$ cat config.mk
export PLATFORM = sky130hd
export DESIGN_NAME = imem_loader
export DESIGN_NICKNAME = d
export VERILOG_FILES = /design/src/rtl/imem_loader.sv
export SDC_FILE = /design/constraint.sdc
export NUM_CORES = 1
export LEC_CHECK = 0
export ABC_AREA = 1
export CAP_MARGIN = 15
export CORE_MARGIN = 5
export CORE_UTILIZATION = 46
export CTS_CLUSTER_DIAMETER = 50
export DETAILED_ROUTE_END_ITERATION = 12
export PLACE_DENSITY = 0.84
export SKIP_CTS_REPAIR_TIMING = 1
export SYNTH_ARGS = -nofsm -noshare
export SYNTH_HDL_FRONTEND = slang
export SYNTH_SLANG_ARGS = --single-unit
$ cat constraint.sdc
create_clock -name clk -period 4.42 [get_ports clk]
set_input_delay 0.663 -clock clk [delete_from_list [all_inputs] [get_ports clk]]
set_output_delay 0.663 -clock clk [all_outputs]
set_load 0.01 [all_outputs]
$ cat src/rtl/imem_loader.sv
// imem_loader: packs a little-endian byte stream into 32-bit words and writes them to instruction memory.
// Latency: mem_we pulses the cycle after a word's 4th byte; done/error follow one cycle after the last write/check byte.
// Backpressure: in_ready is high only in LOAD/CHECK; in_valid stalls of any length freeze the counters (no timeout).
// Build option: define IMEM_LOADER_CHECKSUM_EN to add a trailing XOR checksum byte with CHECK/ERROR states.
module imem_loader #(
  parameter int DEPTH_WORDS = 256
) (
  input  logic        clk,
  input  logic        reset,
  input  logic        start,
  input  logic [7:0]  count_m1,
  input  logic        in_valid,
  input  logic [7:0]  in_data,
  output logic        in_ready,
  output logic        mem_we,
  output logic [63:0] mem_addr,
  output logic [31:0] mem_wdata,
  output logic        busy,
  output logic        done,
  output logic        error,
  output logic        cpu_hold
);

  // Word index width; the +2 byte-offset bits are appended when forming mem_addr.
  localparam int          AW       = (DEPTH_WORDS > 1) ? $clog2(DEPTH_WORDS) : 1;
  localparam logic [31:0] LAST_IDX = 32'(DEPTH_WORDS - 1);

  typedef enum logic [2:0] {
    S_IDLE  = 3'd0,
    S_LOAD  = 3'd1,
    S_WRITE = 3'd2,
    S_DONE  = 3'd3
`ifdef IMEM_LOADER_CHECKSUM_EN
    ,
    S_CHECK = 3'd4,
    S_ERROR = 3'd5
`endif
  } state_e;

  state_e          state_q, state_d;
  logic [AW-1:0]   cnt_q, cnt_d;            // last word index of the current load (clamped)
  logic [AW-1:0]   word_idx_q, word_idx_d;
  logic [1:0]      byte_idx_q, byte_idx_d;
  logic [23:0]     asm_q, asm_d;            // bytes 0..2 of the word being assembled
  logic [63:0]     mem_addr_q, mem_addr_d;
  logic [31:0]     mem_wdata_q, mem_wdata_d;
`ifdef IMEM_LOADER_CHECKSUM_EN
  logic [7:0]      chk_q, chk_d;            // running XOR of every accepted data byte
`endif

  logic            start_ok;
  logic            byte_fire;
  logic            last_word;
  logic [31:0]     cnt_wide;
  logic [AW-1:0]   cnt_clamp;

  // Qualify start, detect data-byte transfers and clamp the requested length to the memory depth.
  always_comb begin
    start_ok = 1'b0;
    case (state_q)
      S_IDLE, S_DONE: start_ok = start;
`ifdef IMEM_LOADER_CHECKSUM_EN
      S_ERROR:        start_ok = start;
`endif
      default:        start_ok = 1'b0;
    endcase
    byte_fire = in_valid && (state_q == S_LOAD);
    last_word = (word_idx_q == cnt_q);
    cnt_wide  = 32'(count_m1);
    if (cnt_wide >= LAST_IDX) begin
      cnt_clamp = LAST_IDX[AW-1:0];
    end else begin
      cnt_clamp = cnt_wide[AW-1:0];
    end
  end

  // FSM state register; reset wins over any start in the same cycle.
  always_ff @(posedge clk) begin
    if (reset) begin
      state_q <= S_IDLE;
    end else begin
      state_q <= state_d;
    end
  end

  // FSM next-state logic.
  always_comb begin
    state_d = state_q;
    case (state_q)
      S_IDLE, S_DONE: begin
        if (start_ok) state_d = S_LOAD;
      end
      S_LOAD: begin
        if (byte_fire && (byte_idx_q == 2'd3)) state_d = S_WRITE;
      end
      S_WRITE: begin
        if (last_word) begin
`ifdef IMEM_LOADER_CHECKSUM_EN
          state_d = S_CHECK;
`else
          state_d = S_DONE;
`endif
        end else begin
          state_d = S_LOAD;
        end
      end
`ifdef IMEM_LOADER_CHECKSUM_EN
      S_CHECK: begin
        if (in_valid) state_d = (in_data == chk_q) ? S_DONE : S_ERROR;
      end
      S_ERROR: begin
        if (start_ok) state_d = S_LOAD;
      end
`endif
      default: state_d = S_IDLE;
    endcase
  end

  // FSM outputs: all status flags and strobes decode directly from the state.
  always_comb begin
    in_ready = 1'b0;
    mem_we   = 1'b0;
    busy     = 1'b0;
    done     = 1'b0;
    error    = 1'b0;
    cpu_hold = 1'b1;
    case (state_q)
      S_LOAD: begin
        in_ready = 1'b1;
        busy     = 1'b1;
      end
      S_WRITE: begin
        mem_we = 1'b1;
        busy   = 1'b1;
      end
      S_DONE: begin
        done     = 1'b1;
        cpu_hold = 1'b0;
      end
`ifdef IMEM_LOADER_CHECKSUM_EN
      S_CHECK: begin
        in_ready = 1'b1;
        busy     = 1'b1;
      end
      S_ERROR: begin
        error = 1'b1;
      end
`endif
      default: begin
        in_ready = 1'b0;
      end
    endcase
  end

  // Datapath next values: counters, byte assembly, checksum and the held write address/data.
  always_comb begin
    cnt_d       = cnt_q;
    word_idx_d  = word_idx_q;
    byte_idx_d  = byte_idx_q;
    asm_d       = asm_q;
    mem_addr_d  = mem_addr_q;
    mem_wdata_d = mem_wdata_q;
`ifdef IMEM_LOADER_CHECKSUM_EN
    chk_d       = chk_q;
`endif
    if (start_ok) begin
      cnt_d      = cnt_clamp;
      word_idx_d = '0;
      byte_idx_d = 2'd0;
      asm_d      = '0;
`ifdef IMEM_LOADER_CHECKSUM_EN
      chk_d      = 8'd0;
`endif
    end else if (byte_fire) begin
`ifdef IMEM_LOADER_CHECKSUM_EN
      chk_d = chk_q ^ in_data;
`endif
      case (byte_idx_q)
        2'd0: asm_d[7:0]   = in_data;
        2'd1: asm_d[15:8]  = in_data;
        2'd2: asm_d[23:16] = in_data;
        default: begin
          // Fourth byte completes the word; capture address and data so they
          // are valid during WRITE and held afterwards.
          mem_addr_d  = 64'({word_idx_q, 2'b00});
          mem_wdata_d = {in_data, asm_q};
        end
      endcase
      byte_idx_d = byte_idx_q + 2'd1;
    end else if (state_q == S_WRITE) begin
      byte_idx_d = 2'd0;
      if (!last_word) word_idx_d = word_idx_q + AW'(1);
    end
  end

  // Datapath registers.
  always_ff @(posedge clk) begin
    if (reset) begin
      cnt_q       <= '0;
      word_idx_q  <= '0;
      byte_idx_q  <= 2'd0;
      asm_q       <= '0;
      mem_addr_q  <= '0;
      mem_wdata_q <= '0;
`ifdef IMEM_LOADER_CHECKSUM_EN
      chk_q       <= 8'd0;
`endif
    end else begin
      cnt_q       <= cnt_d;
      word_idx_q  <= word_idx_d;
      byte_idx_q  <= byte_idx_d;
      asm_q       <= asm_d;
      mem_addr_q  <= mem_addr_d;
      mem_wdata_q <= mem_wdata_d;
`ifdef IMEM_LOADER_CHECKSUM_EN
      chk_q       <= chk_d;
`endif
    end
  end

  assign mem_addr  = mem_addr_q;
  assign mem_wdata = mem_wdata_q;

endmodule

==> Word-level counts from Yosys, hierarchy flattened <==
Index checks and enable logic that the tools add are counted.
W data, S select, Z words.
{ "totals": {"inputBits": 20, "elab_cells": 53, "register_bits": 85} }
{ "op_classes": {"n_eq_ne": 9, "n_mux": 13, "n_bitwise": 4, "n_lt_le_gt_ge": 1, "addsub": 2, "n_reduce_logical": 15} }
{ "ops": {"columns": ["cell", "n"], "rows": [
  ["$pmux W3 S3", 1],
  ["$add A8 B1 Y8 const B", 1],
  ["$eq A8 B8 Y1", 1],
  ["$ge A8 B8 Y1 const B", 1],
  ["$mux W8", 1],
  ["$reduce_and A2 Y1", 4],
  ["$eq A3 B2 Y1 const B", 2],
  ["$mux W1", 6],
  ["$mux W2", 3],
  ["$mux W3", 2],
  ["$reduce_and A3 Y1", 2],
  ["$reduce_or A2 Y1", 3],
  ["$eq A2 B2 Y1 const B", 2],
  ["$not A1 Y1", 4],
  ["$eq A3 B1 Y1 const B", 1],
  ["$logic_not A3 Y1", 1],
  ["$reduce_or A3 Y1", 1],
  ["$add A2 B1 Y2 const B", 1],
  ["$eq A2 B1 Y1 const B", 1],
  ["$logic_and A1 B1 Y1", 2],
  ["$logic_not A2 Y1", 1],
  ["$ne A2 B1 Y1 const B", 1],
  ["$ne A2 B2 Y1 const B", 1],
  ["$reduce_bool A2 Y1", 1]
]} }

==> Longest topological paths before layout <==
{ "depth": {"word_depth": 5, "depth_mapped": 11} }

==> Least setup slack after synthesis <==
OpenSTA, ideal clock, no wires.
{ "synth_timing": {"path_type": "reg-to-reg", "startpoint": "reg state_q[0]", "endpoint": "reg mem_wdata_q[22] (netlist: mem_wdata[22])", "path_stages_with_launch": 10, "period_less_slack_ns": 1.537, "required_ns": 4.304, "setup_time_ns": 0.116, "path_slack_ns": 2.883, "arrival_time_ns": 1.421, "n_path_buf": 1, "path_cell_list": "dfxtp_1 > ha_1 > nand2_4 > clkinv_2 > nand2_2 > nor2_4 > inv_2 > buf_6 > nor2_1 > nor2_1"} }
{ "synth_between": {"elab_chain_cells": 5, "elab_cells_between_ends": 8, "cone_classes": "eq/ne: 2; mux: 1; bitwise: 1; reduce/logical: 4"} }
{ "synth_lines": {"columns": ["item", "line", "source"], "rows": [
  ["start: declaration", "40", "state_e state_q, state_d;"],
  ["start signal: assignment", "82", "state_q <= state_d;"],
  ["$eq A3 B2 Y1 / $logic_not A3 Y1 (equally long branches)", "60", "case (state_q)"],
  ["$reduce_or A2 Y1", "60", null],
  ["$mux W1", "60", null],
  ["$not A1 Y1 (no source line)", null, null],
  ["$reduce_and A3 Y1 (no source line) (*)", null, null],
  ["end signal: assignment", "214", "mem_wdata_q <= mem_wdata_d;"],
  ["end: declaration", "46", "logic [31:0] mem_wdata_q, mem_wdata_d;"]
]} }
Every way passes the cells marked *; elsewhere a longest branch is shown, timed or not.
A chain may end at the register's enable or synchronous reset.

==> Worst setup path after layout <==
{ "layout_timing": {"startpoint": "reg state_q[0]", "endpoint": "reg byte_idx_q[0]"} }
{ "layout_between": {"elab_chain_cells": 4, "elab_cells_between_ends": 10, "cone_classes": "eq/ne: 3; mux: 2; reduce/logical: 5"} }
{ "layout_lines": {"columns": ["item", "line", "source"], "rows": [
  ["$eq A3 B2 Y1 / $logic_not A3 Y1 (equally long branches)", "60", null],
  ["$reduce_or A2 Y1", "60", null],
  ["$mux W1", "60", null],
  ["$reduce_or A2 Y1 (no source line)", null, null],
  ["end signal: assignment", "211", "byte_idx_q <= byte_idx_d;"],
  ["end: declaration", "43", "logic [1:0] byte_idx_q, byte_idx_d;"]
]} }
Several ways; a longest one is shown, not always the timed one.

==> summary.md <==
| Metric | Value |
|---|---|
| Post-DP HPWL | `6.30 mm` |
| DRC | `0` |
| Top cells by area, synth | `dfxtp_1 44%, buf_4 12%, nor2_1 8.1%, a21oi_1 5.6%, nand2_1 5.4%` |
| Pre-CTS setup slack | `1190 ps` |
| GRT Total Usage | `17.3%` |
| Worst-Margin Slew | `758 ps` |
| Unrepaired setup endpoints after global routing | `false` |
| Synthesis Warnings | `0` |
| Initial DRC Count | `97` |
| First-pass iteration count of the detailed router | `4` |
| CP top delay family | `simple AND/OR/NAND/NOR gates` |
| Slew Limit Fails | `0` |
| Worst-path clk slew | `80 ps` |
| Clock Path Buffers | `2` |
| Routed met3 length | `653 um` |
| Critical Path Start Type | `flop` |
| Critical-path cell list | `inv_1, ha_1, nand2_1, inv_1, nor2_1, inv_1, a211oi_1` |
| Critical Path Fanout Max | `24` |
| Max Cap Viol | `0` |
| H-Tree Level Count | `3` |
| WL per Instance | `~13 um` |
| # fillers | `762` |
| Buf+Inv Stages, Crit Path | `3` |
| Max-slew headroom | `about half` |
| Layout Utilization | `55.3%` |
| Worst ir drop on vdd | `0.000201 V` |
| Length of routed wiring on met1 | `3.48 mm` |
| Syn-to-layout area delta | `17.3%` |
| Std cell rows | `33` |
| Slowest stage delay, CP | `640 ps` |
| Hold WC Path Type | `reg2reg` |
| Routed wire length | `8.72 mm` |
| Die area | `10300 sq um` |
| Max stage delay cell, worst path | `nor2_1` |
| Share of layout cells above drive strength 1 | `~5.6%` |
| Remaining Overflow, GRT | `0` |
| Net count, final | `582` |
| Port bufs | `64` |
| Core Area | `~8200 sq um` |
| CP endpoint kind | `flop` |
| Synth top area share | `a little over two fifths` |
| Critical path class | `reg2reg` |
| Die Height | `~100 um` |
| Antenna violations before repair | `0` |
| Endpoints failing hold | `0` |
| Initial Utilization | `47.2%` |
| Die X | `102 um` |
| Vias | `3222` |
| Final Cycle Share | `~66%` |
| Post-Syn Area per Cell | `7.70 sq um` |
| Distinct cells, synth | `27` |
| Netlist Area Pre-Place | `3860 sq um` |
| Largest net degree at the start of global routing | `51` |
| Status | `complete, no violations` |
| CTS tree | `done` |
| Lkg Pwr | `roughly 1.9 nW` |
| Worst skew pair latency | `approximately 360 ps` |
| First-pass GRT wire length | `14.1 mm` |
| Cell taking the most area after synthesis | `dfxtp_1` |
| Vias in the first global route | `3028` |
| Setup violators final | `0` |
| Register area share after synthesis | `43.6%` |
| Remaining antenna violation count | `0` |
| Post-synthesis register bit count | `84` |
| Routability congestion estimate | `0.808` |
| Uppermost layer routed | `met4` |
| Worst Skew | `10.0 ps` |
| CP required | `4690 ps` |
| Setup TNS | `0 ps` |
| Syn Inst Count | `501` |
| Via/cell ratio | `4.87` |
| Num Clock Sinks | `84` |
| Arrival @ worst endpoint | `between 3000 and 4000 ps` |
| Setup ws final | `about 1500 ps` |
| Met2 wire len | `4.42 mm` |
| PD cells | `428 nW/um^2` |
| FMAX | `approximately 0.34 GHz` |
| Cell mode on critical path | `inv_1` |
| Antenna diodes | `0` |
| Final worst path period need | `2920 ps` |
| Root Driver | `clkbuf_8` |
| IO Pins | `approximately 120` |
| Num CTS Buffers | `9` |
-- registers in the layout, summed over array words and instances (netlist names) --
signal and flops:
mem_wdata 32, asm_q 24, cnt_q 8, mem_addr 8
word_idx_q 8, byte_idx_q 2, state_q 2
-- worst reg2reg max path, cell delays in order (launching register included) --
cell	delay, ps
dfxtp_1	410
inv_1	70
ha_1	320
nand2_1	290
inv_1	250
nor2_1	640
inv_1	560
a211oi_1	290
-- area by class of cell --
class	instances	area, sq um	share of cell area [%]
well taps	105	131	2.90
inverters	36	136	3.02
clock inverters	5	85.1	1.88
flip-flops and latches	84	1680	37.2
clock buffers	10	138	3.04
multi-input cells	356	1680	37.0
repair buffers	66	676	14.9
-- Yosys cell counts, drive strengths merged --
cell / number
nor2: 86
dfxtp: 84
buf: 72
nand2: 60
o21ai: 52
a21oi: 43
inv: 35
nand3: 33
clkbuf: 9
ha: 9
nand4: 8
xnor2: 5
nor3: 2
a211oi: 1
clkinv: 1
conb: 1
-- cells in the final DEF (no fill, tap or decap) --
cell and n:
dfxtp_1 84, nor2_1 83, clkdlybuf4s50_1 64, conb_1 57, nand2_1 56, a21oi_1 43
nand3_1 32, inv_1 31, o21ai_1 31, o21ai_0 21, clkbuf_8 10, ha_1 9
nand4_1 8, xnor2_1 5, inv_2 4, nand2_4 2, nand2_2 2, nor2_2 2
bufinv_16 2, clkinv_2 1, nor2_4 1, nor3_1 1, nor3_4 1, nand3_2 1
a211oi_1 1, inv_6 1, clkinv_4 1, clkinvlp_4 1, buf_16 1, buf_4 1
-- metrics by stage --
step,cell area [sq um],hold WS [ps],total power (W),instances
after floorplan,4070,429,0.00125,557
after detailed placement,4270,454,0.00134,646
after global placement,4270,451,0.00131,646
after CTS,4500,465,0.00194,661
final,4520,461,0.00194,662
after global routing,4520,485,0.00204,662
-- final timing paths --
check                     startpoint                    endpoint  slack, ps  depth (start not counted)
max          state_q[0]$_SDFFE_PP0P_  byte_idx_q[0]$_SDFFE_PP0P_       1500                          7
min            asm_q[1]$_SDFFE_PP0P_       asm_q[1]$_SDFFE_PP0P_        460                          2
max reg2reg  state_q[0]$_SDFFE_PP0P_  byte_idx_q[0]$_SDFFE_PP0P_       1500                          7
min reg2reg    asm_q[1]$_SDFFE_PP0P_       asm_q[1]$_SDFFE_PP0P_        460                          2
-- power breakdown --
group          switching [W]  leakage [nW]  internal (W)
Clock               0.000280         0.109      0.000333
Sequential         0.0000383         0.679      0.000809
Combinational       0.000319          1.13      0.000158
Total               0.000637          1.92       0.00130
-- kinds of logic after synthesis --
kind of cell / after synthesis / synth area share, %
AOI/OAI and AO/OA: 96 / 12.5
buffers and inverters: 117 / 18.4
and+or+nand+nor: 189 / 21.3
adders and majority gates: 9 / 2.92
xor gates and xnor gates: 5 / 1.14
DFF: 84 / 43.6
other: 1 / 0.0972
-- routing by layer --
metal | track usage [%] | up-vias
met2 | 30.2 | 111
li1 | - | 1594
met5 | 0 | -
met3 | 5.30 | 16
met1 | 19.5 | 1501
met4 | 6.85 | 0
Power figures use the tool's default switching activity.
